File: config.mk
export PLATFORM = sky130hd
export DESIGN_NAME = cache_controller
export DESIGN_NICKNAME = d
export VERILOG_FILES = /design/src/rtl/cache_pkg.sv /design/src/rtl/cache_perf_counter.sv /design/src/rtl/cache_controller.sv
export SDC_FILE = /design/constraint.sdc
export NUM_CORES = 1
export LEC_CHECK = 0
export ABC_AREA = 1
export CAP_MARGIN = 30
export CORE_AREA = 2 2 65 51
export CTS_CLUSTER_SIZE = 12
export DETAILED_ROUTE_END_ITERATION = 8
export DIE_AREA = 0 0 67 53
export PLACE_DENSITY = 0.85
export SETUP_SLACK_MARGIN = 0.1
export SLEW_MARGIN = 40
export SYNTH_ARGS = -nofsm -noshare
export SYNTH_HDL_FRONTEND = slang
export SYNTH_SLANG_ARGS = --single-unit
File: constraint.sdc
create_clock -name clk -period 1.5 [get_ports clk]
set_input_delay 0.45 -clock clk [delete_from_list [all_inputs] [get_ports clk]]
set_output_delay 0.45 -clock clk [all_outputs]
set_load 0.02 [all_outputs]
File: src/rtl/cache_pkg.sv
// Shared types and constants for the cache request sequencer.
// Latency: n/a (declarations only).
// Backpressure: n/a.
package cache_pkg;

    // Default width of the hit/miss performance counters.
    localparam int CC_CNT_W = 32;

    // Request sequencer states.
    typedef enum logic [2:0] {
        IDLE      = 3'd0,
        COMPARE   = 3'd1,
        WRITEBACK = 3'd2,
        ALLOCATE  = 3'd3,
        UPGRADE   = 3'd4
    } cc_state_e;

endpackage

File: src/rtl/cache_perf_counter.sv
// Saturating event counter with synchronous active-high reset.
// Latency: count visible the cycle after an enabled edge.
// Backpressure: none; holds at all-ones once saturated.
module cache_perf_counter #(
    parameter int W = 32
) (
    input  logic         clk,
    input  logic         rst,
    input  logic         en,
    output logic [W-1:0] cnt
);

    // Count enabled events, stick at all-ones instead of wrapping.
    always_ff @(posedge clk) begin
        if (rst) begin
            cnt <= '0;
        end else if (en && (cnt != '1)) begin
            cnt <= cnt + W'(1);
        end
    end

endmodule

File: src/rtl/cache_controller.sv
// CPU request sequencer in front of the ACE controller; optional hit/miss counters under CACHE_PERF_CNT_EN.
// Latency: hits complete 2 cycles after the request; each ACE transaction adds its handshake time (+1 per return to COMPARE).
// Backpressure: one request in flight; CPU request held until cpu_ready, ACE requests held as levels until ace_ready.
module cache_controller
    import cache_pkg::*;
#(
    parameter int CNT_W = CC_CNT_W
) (
    input  logic             clk,
    input  logic             rst,
    input  logic             cpu_req_valid,
    input  logic             cpu_req_wr,
    output logic             cpu_ready,
    input  logic             hit,
    input  logic             line_valid,
    input  logic             line_dirty,
    input  logic             line_shared,
    output logic             read_req,
    output logic             write_req,
    output logic             invalid_req,
    input  logic             ace_ready,
    output logic             tag_we,
    output logic             data_we,
    output logic             fill_sel,
    output logic             state_we,
    output logic             new_dirty,
    output logic             new_shared,
    output logic [CNT_W-1:0] hit_cnt,
    output logic [CNT_W-1:0] miss_cnt
);

    cc_state_e state_q;
    cc_state_e state_d;
    logic      wr_q;

    // State register; the request type is captured once when a request is accepted.
    always_ff @(posedge clk) begin
        if (rst) begin
            state_q <= IDLE;
            wr_q    <= 1'b0;
        end else begin
            state_q <= state_d;
            if ((state_q == IDLE) && cpu_req_valid) begin
                wr_q <= cpu_req_wr;
            end
        end
    end

    // Next state, ACE request levels and datapath write strobes.
    always_comb begin
        state_d     = state_q;
        cpu_ready   = 1'b0;
        read_req    = 1'b0;
        write_req   = 1'b0;
        invalid_req = 1'b0;
        tag_we      = 1'b0;
        data_we     = 1'b0;
        fill_sel    = 1'b0;
        state_we    = 1'b0;
        new_dirty   = 1'b0;
        new_shared  = 1'b0;
        unique case (state_q)
            IDLE: begin
                if (cpu_req_valid) begin
                    state_d = COMPARE;
                end
            end
            COMPARE: begin
                if (hit && !wr_q) begin
                    cpu_ready = 1'b1;
                    state_d   = IDLE;
                end else if (hit && !line_shared) begin
                    // Store into a uniquely held line: write CPU data, mark dirty.
                    data_we   = 1'b1;
                    state_we  = 1'b1;
                    new_dirty = 1'b1;
                    cpu_ready = 1'b1;
                    state_d   = IDLE;
                end else if (hit) begin
                    // Store into a shared line needs ownership first.
                    state_d = UPGRADE;
                end else if (line_valid && line_dirty) begin
                    state_d = WRITEBACK;
                end else begin
                    state_d = ALLOCATE;
                end
            end
            WRITEBACK: begin
                write_req = 1'b1;
                if (ace_ready) begin
                    state_d = ALLOCATE;
                end
            end
            ALLOCATE: begin
                read_req = 1'b1;
                if (ace_ready) begin
                    // Refilled line arrives clean and shared (ReadShared).
                    tag_we     = 1'b1;
                    data_we    = 1'b1;
                    fill_sel   = 1'b1;
                    state_we   = 1'b1;
                    new_shared = 1'b1;
                    state_d    = COMPARE;
                end
            end
            UPGRADE: begin
                invalid_req = 1'b1;
                if (ace_ready) begin
                    state_we  = 1'b1;
                    new_dirty = line_dirty;
                    state_d   = COMPARE;
                end
            end
            default: begin
                state_d = IDLE;
            end
        endcase
    end

`ifdef CACHE_PERF_CNT_EN
    logic first_q;
    logic first_cmp;
    logic hit_path;

    // Marks the first COMPARE of a request so retries after ACE traffic are not counted again.
    always_ff @(posedge clk) begin
        if (rst) begin
            first_q <= 1'b0;
        end else if ((state_q == IDLE) && cpu_req_valid) begin
            first_q <= 1'b1;
        end else if (state_q == COMPARE) begin
            first_q <= 1'b0;
        end
    end

    // A hit counts only when it completes without needing an upgrade.
    assign first_cmp = (state_q == COMPARE) && first_q;
    assign hit_path  = hit && !(wr_q && line_shared);

    cache_perf_counter #(.W(CNT_W)) u_hit_cnt (
        .clk (clk),
        .rst (rst),
        .en  (first_cmp && hit_path),
        .cnt (hit_cnt)
    );

    cache_perf_counter #(.W(CNT_W)) u_miss_cnt (
        .clk (clk),
        .rst (rst),
        .en  (first_cmp && !hit_path),
        .cnt (miss_cnt)
    );
`else
    assign hit_cnt  = '0;
    assign miss_cnt = '0;
`endif

endmodule

Yosys cells after proc, flatten, opt, wreduce, memory -nomap -nowiden
Cells that the tools add are included.

Word-level logic and storage cells: 39. Register bits after elaboration: 4. Input port bits: 9. Output and inout bits: 74.

Equality and inequality tests: 7. Reductions and logical operators: 9. Muxes and demuxes: 21.

Operators by type and width (number): 3-bit 2-to-1 mux (6); 3-bit case mux with 4 select lines (1); 1-bit 2-to-1 mux (11); 3-bit by 2-bit == test with 1-bit output, second input constant (2); 1-bit case mux with 2 select lines (3); 1-bit logical AND (4); 2-bit inequality test, second input constant (2); 3-bit by 1-bit == test with 1-bit output, second input constant (1); 3-bit == test, second input constant (1); 3-bit logical NOT (1); 3-bit AND reduction (1); 1-bit logical NOT (2); 2-bit by 1-bit inequality test with 1-bit output, second input constant (1); 2-bit OR reduction (1).

Logic depth before layout (Yosys ltp)
Gate-level depths: netlist (run 1).

Depth after elaboration: 6. Depth in mapped cells: 7.

Worst setup path after synthesis (run 1)
No wires, ideal clock.

Path kind: flip-flop to output port. From: register state_q[1]. To: output port new_shared. Stages on the path, launching flop included: 6. Setup slack: -0.220 ns. Data arrival time: 1.270 ns. Path through: dfxtp_1 inv_2 nor2_2 nand2_2 nor2_1 buf_4.

Cells in the longest elaborated chain, start to end: 2.

RTL lines: from (decl) (RTL line cache_controller.sv:32) `cc_state_e state_q;`; from (signal assigned) (RTL line cache_controller.sv:42) `state_q <= state_d;`; 3-bit by 2-bit == test with 1-bit output; 1-bit 2-to-1 mux; to (decl) (RTL line cache_controller.sv:27) `output logic new_shared,`.

No other way between the ends.

Final worst setup path (run 1)
From: register state_q[1]. To: output port new_dirty.

Cells in the longest elaborated chain, start to end: 2. Elaborated cells on any way between the ends: 3. Those cells by class: 2 x eq/ne; 1 x mux.

RTL lines: 3-bit == test or 3-bit by 1-bit == test with 1-bit output (tied branches) (RTL line cache_controller.sv:62) `unique case (state_q)`; 1-bit case mux with 2 select lines * (RTL line cache_controller.sv:62); to (decl) (RTL line cache_controller.sv:26) `output logic new_dirty,`.

Every way passes the cells marked *; elsewhere a longest branch is shown, timed or not.

==> results.cfg, run 1 <==
[run_status]
status = finished with violations
violations = negative setup slack

[logic_synthesis]
synth_ff_type = dfxtp_1
muxShareOfSynthArea_pct = 0
synth_compound_area_share_pct = 5.21
seq_area_frac_synth_pct = 9.80
synth.distinct_cells = 18
synth_common_cells = buf_4, nand2_1, nand3_1
synth-seq-cells = 4
synth_xor_area_share_pct = 0
ys_top_cells_by_area = buf_4, dfxtp_1, nand3_1
netlist.top_cell.by_area = buf_4
synthAdderAreaFrac_pct = 0
synth-edff-count = 0
synthSimpleGateAreaFrac_pct = 19.3
yosysMostFrequentCell = buf_4
post-synth-top-area-fraction_pct = 60.6
yosysWarnings = 0
netlist_area_um2 = 817
synth_top_family_by_area = buffers and inverters
syn_avg_cell_area_um2 = 6.87
ys_async_sr_fraction_pct = 0
netlist_instances = 119

[detailed_routing]
drt_iter0_markers = 15
postRouteAntennaNets = 0
routedWlPerCell_um = 7.99
vias = 642
drc = 0
first_pass_iters = 4
vias_per_cell = 3.34
wirelength_mm = 1.54

[setup_path]
worstPathArrival_ns = 1.22
critPathRequiredTime_ns = 1.05
critPathLaunchType = register
path_max_fanout = 4
worst-setup-path-type = register to output pin
crit_path_end_kind = output pin

[finish]
fill_cells = 322
diodes = 0
drive_gt1_share_pct = 37.7
layout.nets = 165
area_delta_synth_final_pct = 29.4

[die]
rows = 17
die_w_um = 67
core-area_um2 = 2890
start_util_pct = 28.2
die_y_um = 53
ios = 83
dieArea_um2 = 3550

[sta]
min_period_ns = 1.67
hold_viol = 0
fmax_mhz = 597
setup_slack_ns = -0.175
skew_ns = 0.00419
slew_viol_final = 0
setup-violations-final = 9
finalCritPeriodShare_pct = 112
whs_ns = 0.655
rsz0062_at_grt = yes

[min_path]
hold_path.class = register to register

[global_routing]
grt_overflow = 0
grt_max_degree = 7
antenna_found_initial = 0
grt_pass1_vias = 480
grt_util_all_layers_pct = 8.18
grt_pass1_wl_mm = 2.05

[clock_network]
clockBufferDepth = 2
cts_root_buf = clkbuf_8
cts.clk_slew.worst_paths_ns = 0.03
cts_num_sinks = 4
numCtsBuffers = 3
ctsHtreeMaxLevel = 1
tritoncts = done
clock_latency_ns = 0.22

[place]
routabilityCongestion = 0.814
io_buffer_count = 18
dpl_worst_slack_ns = -0.945
dp_hpwl_mm = 1.25

[run]
drv_cap = 0

[power]
power_density_nw_per_um2 = 1160
leakagePower_nw = 0.590
vdd.ir_drop.worst_mv = 0.332
-- where the power goes --
part / internal, mW / leakage, nW / switching (mW)
clock: 0.171 / 0.0216 / 0.0528
sequential: 0.146 / 0.0350 / 0.0432
combinational: 0.342 / 0.533 / 0.466
total: 0.659 / 0.590 / 0.562
-- stage by stage --
step / cells / TNS [ns] / util (%) / power [mW] / area [um^2]
6_report: 192 / -0.838 / 36.5 / 1.22 / 1060
3_3_place_gp: 184 / -6.73 / 31.8 / 0.834 / 920
2_1_floorplan: 182 / 0 / - / 0.740 / 1100
5_1_grt: 192 / -1.32 / 36.5 / 1.32 / 1060
3_5_place_dp: 184 / -7.04 / 31.8 / 0.847 / 920
4_1_cts: 190 / -0.805 / 34.6 / 1.15 / 1000
-- cells in the final DEF, fill, tap and decap left out, drive strengths merged --
master	Yosys	routed
a21oi	3	3
buf	66	27
clkbuf	0	4
clkdlybuf4s15	0	2
clkdlybuf4s50	0	4
conb	1	64
dfxtp	4	4
dlygate4sd2	0	1
inv	10	10
nand2	10	10
nand3	7	7
nand4	2	2
nor2	8	8
nor3	3	3
o21a	1	1
o21ai	4	4
-- sequential cells by signal, indices dropped and copies added (netlist names) --
register / cells
state_q: 3
wr_q: 1
-- cell families (layout without fill, tap and decap cells) --
logic type,after synthesis,after routing
other cells,1,64
compound gates,8,8
buf+inv,76,48
flops,4,4
simple gates,30,30
-- final timing paths --
check	startpoint	endpoint	slack, ns	cells past startpoint
worst max-delay path	state_q[1]$_SDFFE_PP0P_	new_dirty	-0.17	5
worst min-delay path	state_q[2]$_SDFFE_PP0P_	state_q[2]$_SDFFE_PP0P_	0.66	2
worst max register to register	state_q[1]$_SDFFE_PP0P_	state_q[1]$_SDFFE_PP0P_	0.28	7
worst min register to register	state_q[2]$_SDFFE_PP0P_	state_q[2]$_SDFFE_PP0P_	0.66	2
-- routing by layer --
| layer | share of wire (%) | vias up | track usage [%] |
|---|---|---|---|
| met5 | 0 | - | 0 |
| met4 | 0 | 0 | 3.06 |
| met3 | 15 | 0 | 4.47 |
| met2 | 49 | 45 | 13.0 |
| met1 | 37 | 283 | 9.15 |
| li1 | - | 314 | - |
-- what timing repair did --
item                       in CTS  in global routing
setup endpoints to repair      12                 10
setup buffers                   3                  2
pin swaps                       4                  7
gates resized for setup        69                 13
hold buffers                    0                  0
-- final cells by class --
| class | instances | area, um^2 | area share (%) |
|---|---|---|---|
| Tap cell | 38 | 47.5 | 4.50 |
| Multi-Input combinational cell | 102 | 519 | 49.1 |
| Inverter | 10 | 42.5 | 4.02 |
| Sequential cell | 4 | 91.3 | 8.64 |
| Timing Repair Buffer | 35 | 315 | 29.8 |
| Clock buffer | 3 | 41.3 | 3.91 |
-- worst max-delay path: stages (launching register included) --
cell and delay, ns:
dfxtp_4 0.35, buf_6 0.12, nor3_4 0.25, nand3_2 0.10, nand2_2 0.07, buf_6 0.11
Power figures use the tool's default switching activity.
==> inputs of run 2 (changes only) <==
--- a/config.mk
+++ b/config.mk
@@ -8,11 +8,11 @@
 export ABC_AREA = 1
 export CAP_MARGIN = 30
 export CORE_AREA = 2 2 65 51
-export CTS_CLUSTER_SIZE = 12
 export DETAILED_ROUTE_END_ITERATION = 8
 export DIE_AREA = 0 0 67 53
 export PLACE_DENSITY = 0.85
 export SETUP_SLACK_MARGIN = 0.1
+export SKIP_CTS_REPAIR_TIMING = 1
 export SLEW_MARGIN = 40
 export SYNTH_ARGS = -nofsm -noshare
 export SYNTH_HDL_FRONTEND = slang
==> results.cfg, run 2 (synthesis gave the netlist of run 1 again) <==
[clock_network]
cts.clk_slew.worst_paths_ns = 0.03
clockBufferDepth = 2
clock_latency_ns = 0.22
numCtsBuffers = 3
tritoncts = done
cts_root_buf = clkbuf_8
cts_num_sinks = 4
ctsHtreeMaxLevel = 1

[detailed_routing]
drt_iter0_markers = 9
routedWlPerCell_um = 7.62
postRouteAntennaNets = 0
vias = 614
vias_per_cell = 3.27
drc = 0
first_pass_iters = 2
wirelength_mm = 1.43

[setup_path]
rrSetupSlack_ns = 0.28
cp_slowest_stage_delay_ns = 0.35
critPathRequiredTime_ns = 1.05
critPathLaunchType = register
crit_path_end_kind = output pin
worst-setup-path-type = register to output pin
path_cells = nor3_2, buf_4, o21a_1, buf_6
slowest_stage = dfxtp_4
path_max_fanout = 4
worstPathArrival_ns = 1.19
crit_family = flip-flops
r2r-start = state_q[1]$_SDFFE_PP0P_
reg2reg_to = state_q[1]$_SDFFE_PP0P_
crit_buf_inv = 2
r2r_cells = 7

[global_routing]
grt.met3_usage_pct = 4.47
grt_most_used_layer = met2
antenna_found_initial = 0
grt_pass1_vias = 469
grt_util_all_layers_pct = 7.90
grt_max_degree = 7
met2_usage_pct = 12.2
grt_use_met1_pct = 9.01
grt_pass1_wl_mm = 1.99
grt_overflow = 0

[finish]
reg.largest.list = state_q: 3 flops, wr_q: 1 flops
layout.nets = 161
drive_gt1_share_pct = 34.0
top_register = state_q
design_area_um2 = 992
diodes = 0
mostFrequentLayoutCells = conb_1, buf_4, buf_6
area_delta_synth_final_pct = 21.4
final_common_cell = conb_1
largest_reg_flops = 3

[sta]
slew_viol_final = 0
fmax_mhz = 609
skew_ns = 0.00425
hold_viol = 0
setup_slack_ns = -0.143
setup-violations-final = 9
rsz0062_at_grt = yes
finalCritPeriodShare_pct = 110
min_period_ns = 1.64
tns_ns = -0.648

[die]
start_util_pct = 28.2
rows = 17
core-area_um2 = 2890
die_w_um = 67
dieArea_um2 = 3550
die_y_um = 53
ios = 83

[run]
drv_cap = 0

[power]
switchingPower_mw = 0.513
power_frac_clock_pct = 20.6
vdd.ir_drop.worst_mv = 0.319
p_comb_share_pct = 62.6
netSwitchingFraction_pct = 47.3
power.internal_mw = 0.571
seq_power_share_pct = 16.7
power_density_nw_per_um2 = 1090
leakagePower_nw = 0.597

[run_status]
status = finished with violations
violations = negative setup slack

[place]
routabilityCongestion = 0.814
io_buffer_count = 18
dp_hpwl_mm = 1.25
placed_area_um2 = 920

[min_path]
min_path_cells = 3
hold_path.class = register to register
hold_end = state_q[0]$_SDFFE_PP0P_
min-delay-start = state_q[0]$_SDFFE_PP0P_
-- run 2: cell types whose count changed in the layout (fill, tap and decap cells not counted), moves of 2 or more --
cell / change
buf_6: -4
dlymetal6s2s_1: +4
clkdlybuf4s15_1: -2
nor3_4: -2
-- run 2: worst max path at each step --
stage                end  slack, ns                     from  cells after the start
2_1_floorplan  new_dirty       0.06  state_q[2]$_SDFFE_PP0P_                      4
3_3_place_gp   new_dirty      -0.91                      hit                      6
3_5_place_dp   new_dirty      -0.95                      hit                      6
4_1_cts        new_dirty      -0.94                      hit                      6
5_1_grt          data_we      -0.20  state_q[0]$_SDFFE_PP0P_                      5
6_report       cpu_ready      -0.14  state_q[1]$_SDFFE_PP0P_                      4
-- run 2: layout make-up --
| class | count | area [um^2] |
|---|---|---|
| repair buffers | 31 | 287 |
| multi-input cells | 102 | 485 |
| fillers | 328 | 1900 |
| flip-flops and latches | 4 | 88.8 |
| well taps | 38 | 47.5 |
| inverters | 10 | 42.5 |
| clock buffers | 3 | 41.3 |
-- run 2: power groups by stage --
stage / sequential [mW] / combinational [mW] / clock, mW
floorplan: 0.194 / 0.546 / 0
global placement: 0.178 / 0.656 / 0
CTS: 0.178 / 0.670 / 0.238
global route: 0.185 / 0.745 / 0.247
finish: 0.181 / 0.679 / 0.224
detailed placement: 0.179 / 0.668 / 0
-- run 2: per-layer routing --
layer,share of wire [%],wire length [um]
met5,0,0
met2,46,654
met3,14,204
met1,40,574
met4,0,0
-- run 2: worst min-delay path: stages, from the launching register on --
cell,delay [ns]
dfxtp_2,0.33
inv_2,0.06
buf_4,0.09
a21oi_1,0.05
-- run 2: per-stage QoR --
| stage | setup slack, ns | hold WS [ns] | instances | power (mW) | utilization, % |
|---|---|---|---|---|---|
| floorplan | 0.0587 | 0.452 | 182 | 0.740 | - |
| global placement | -0.914 | 0.568 | 184 | 0.834 | 31.8 |
| detailed placement | -0.945 | 0.573 | 184 | 0.847 | 31.8 |
| CTS | -0.943 | 0.580 | 187 | 1.09 | 33.2 |
| global route | -0.202 | 0.612 | 188 | 1.18 | 34.3 |
| finish | -0.143 | 0.576 | 188 | 1.08 | 34.3 |
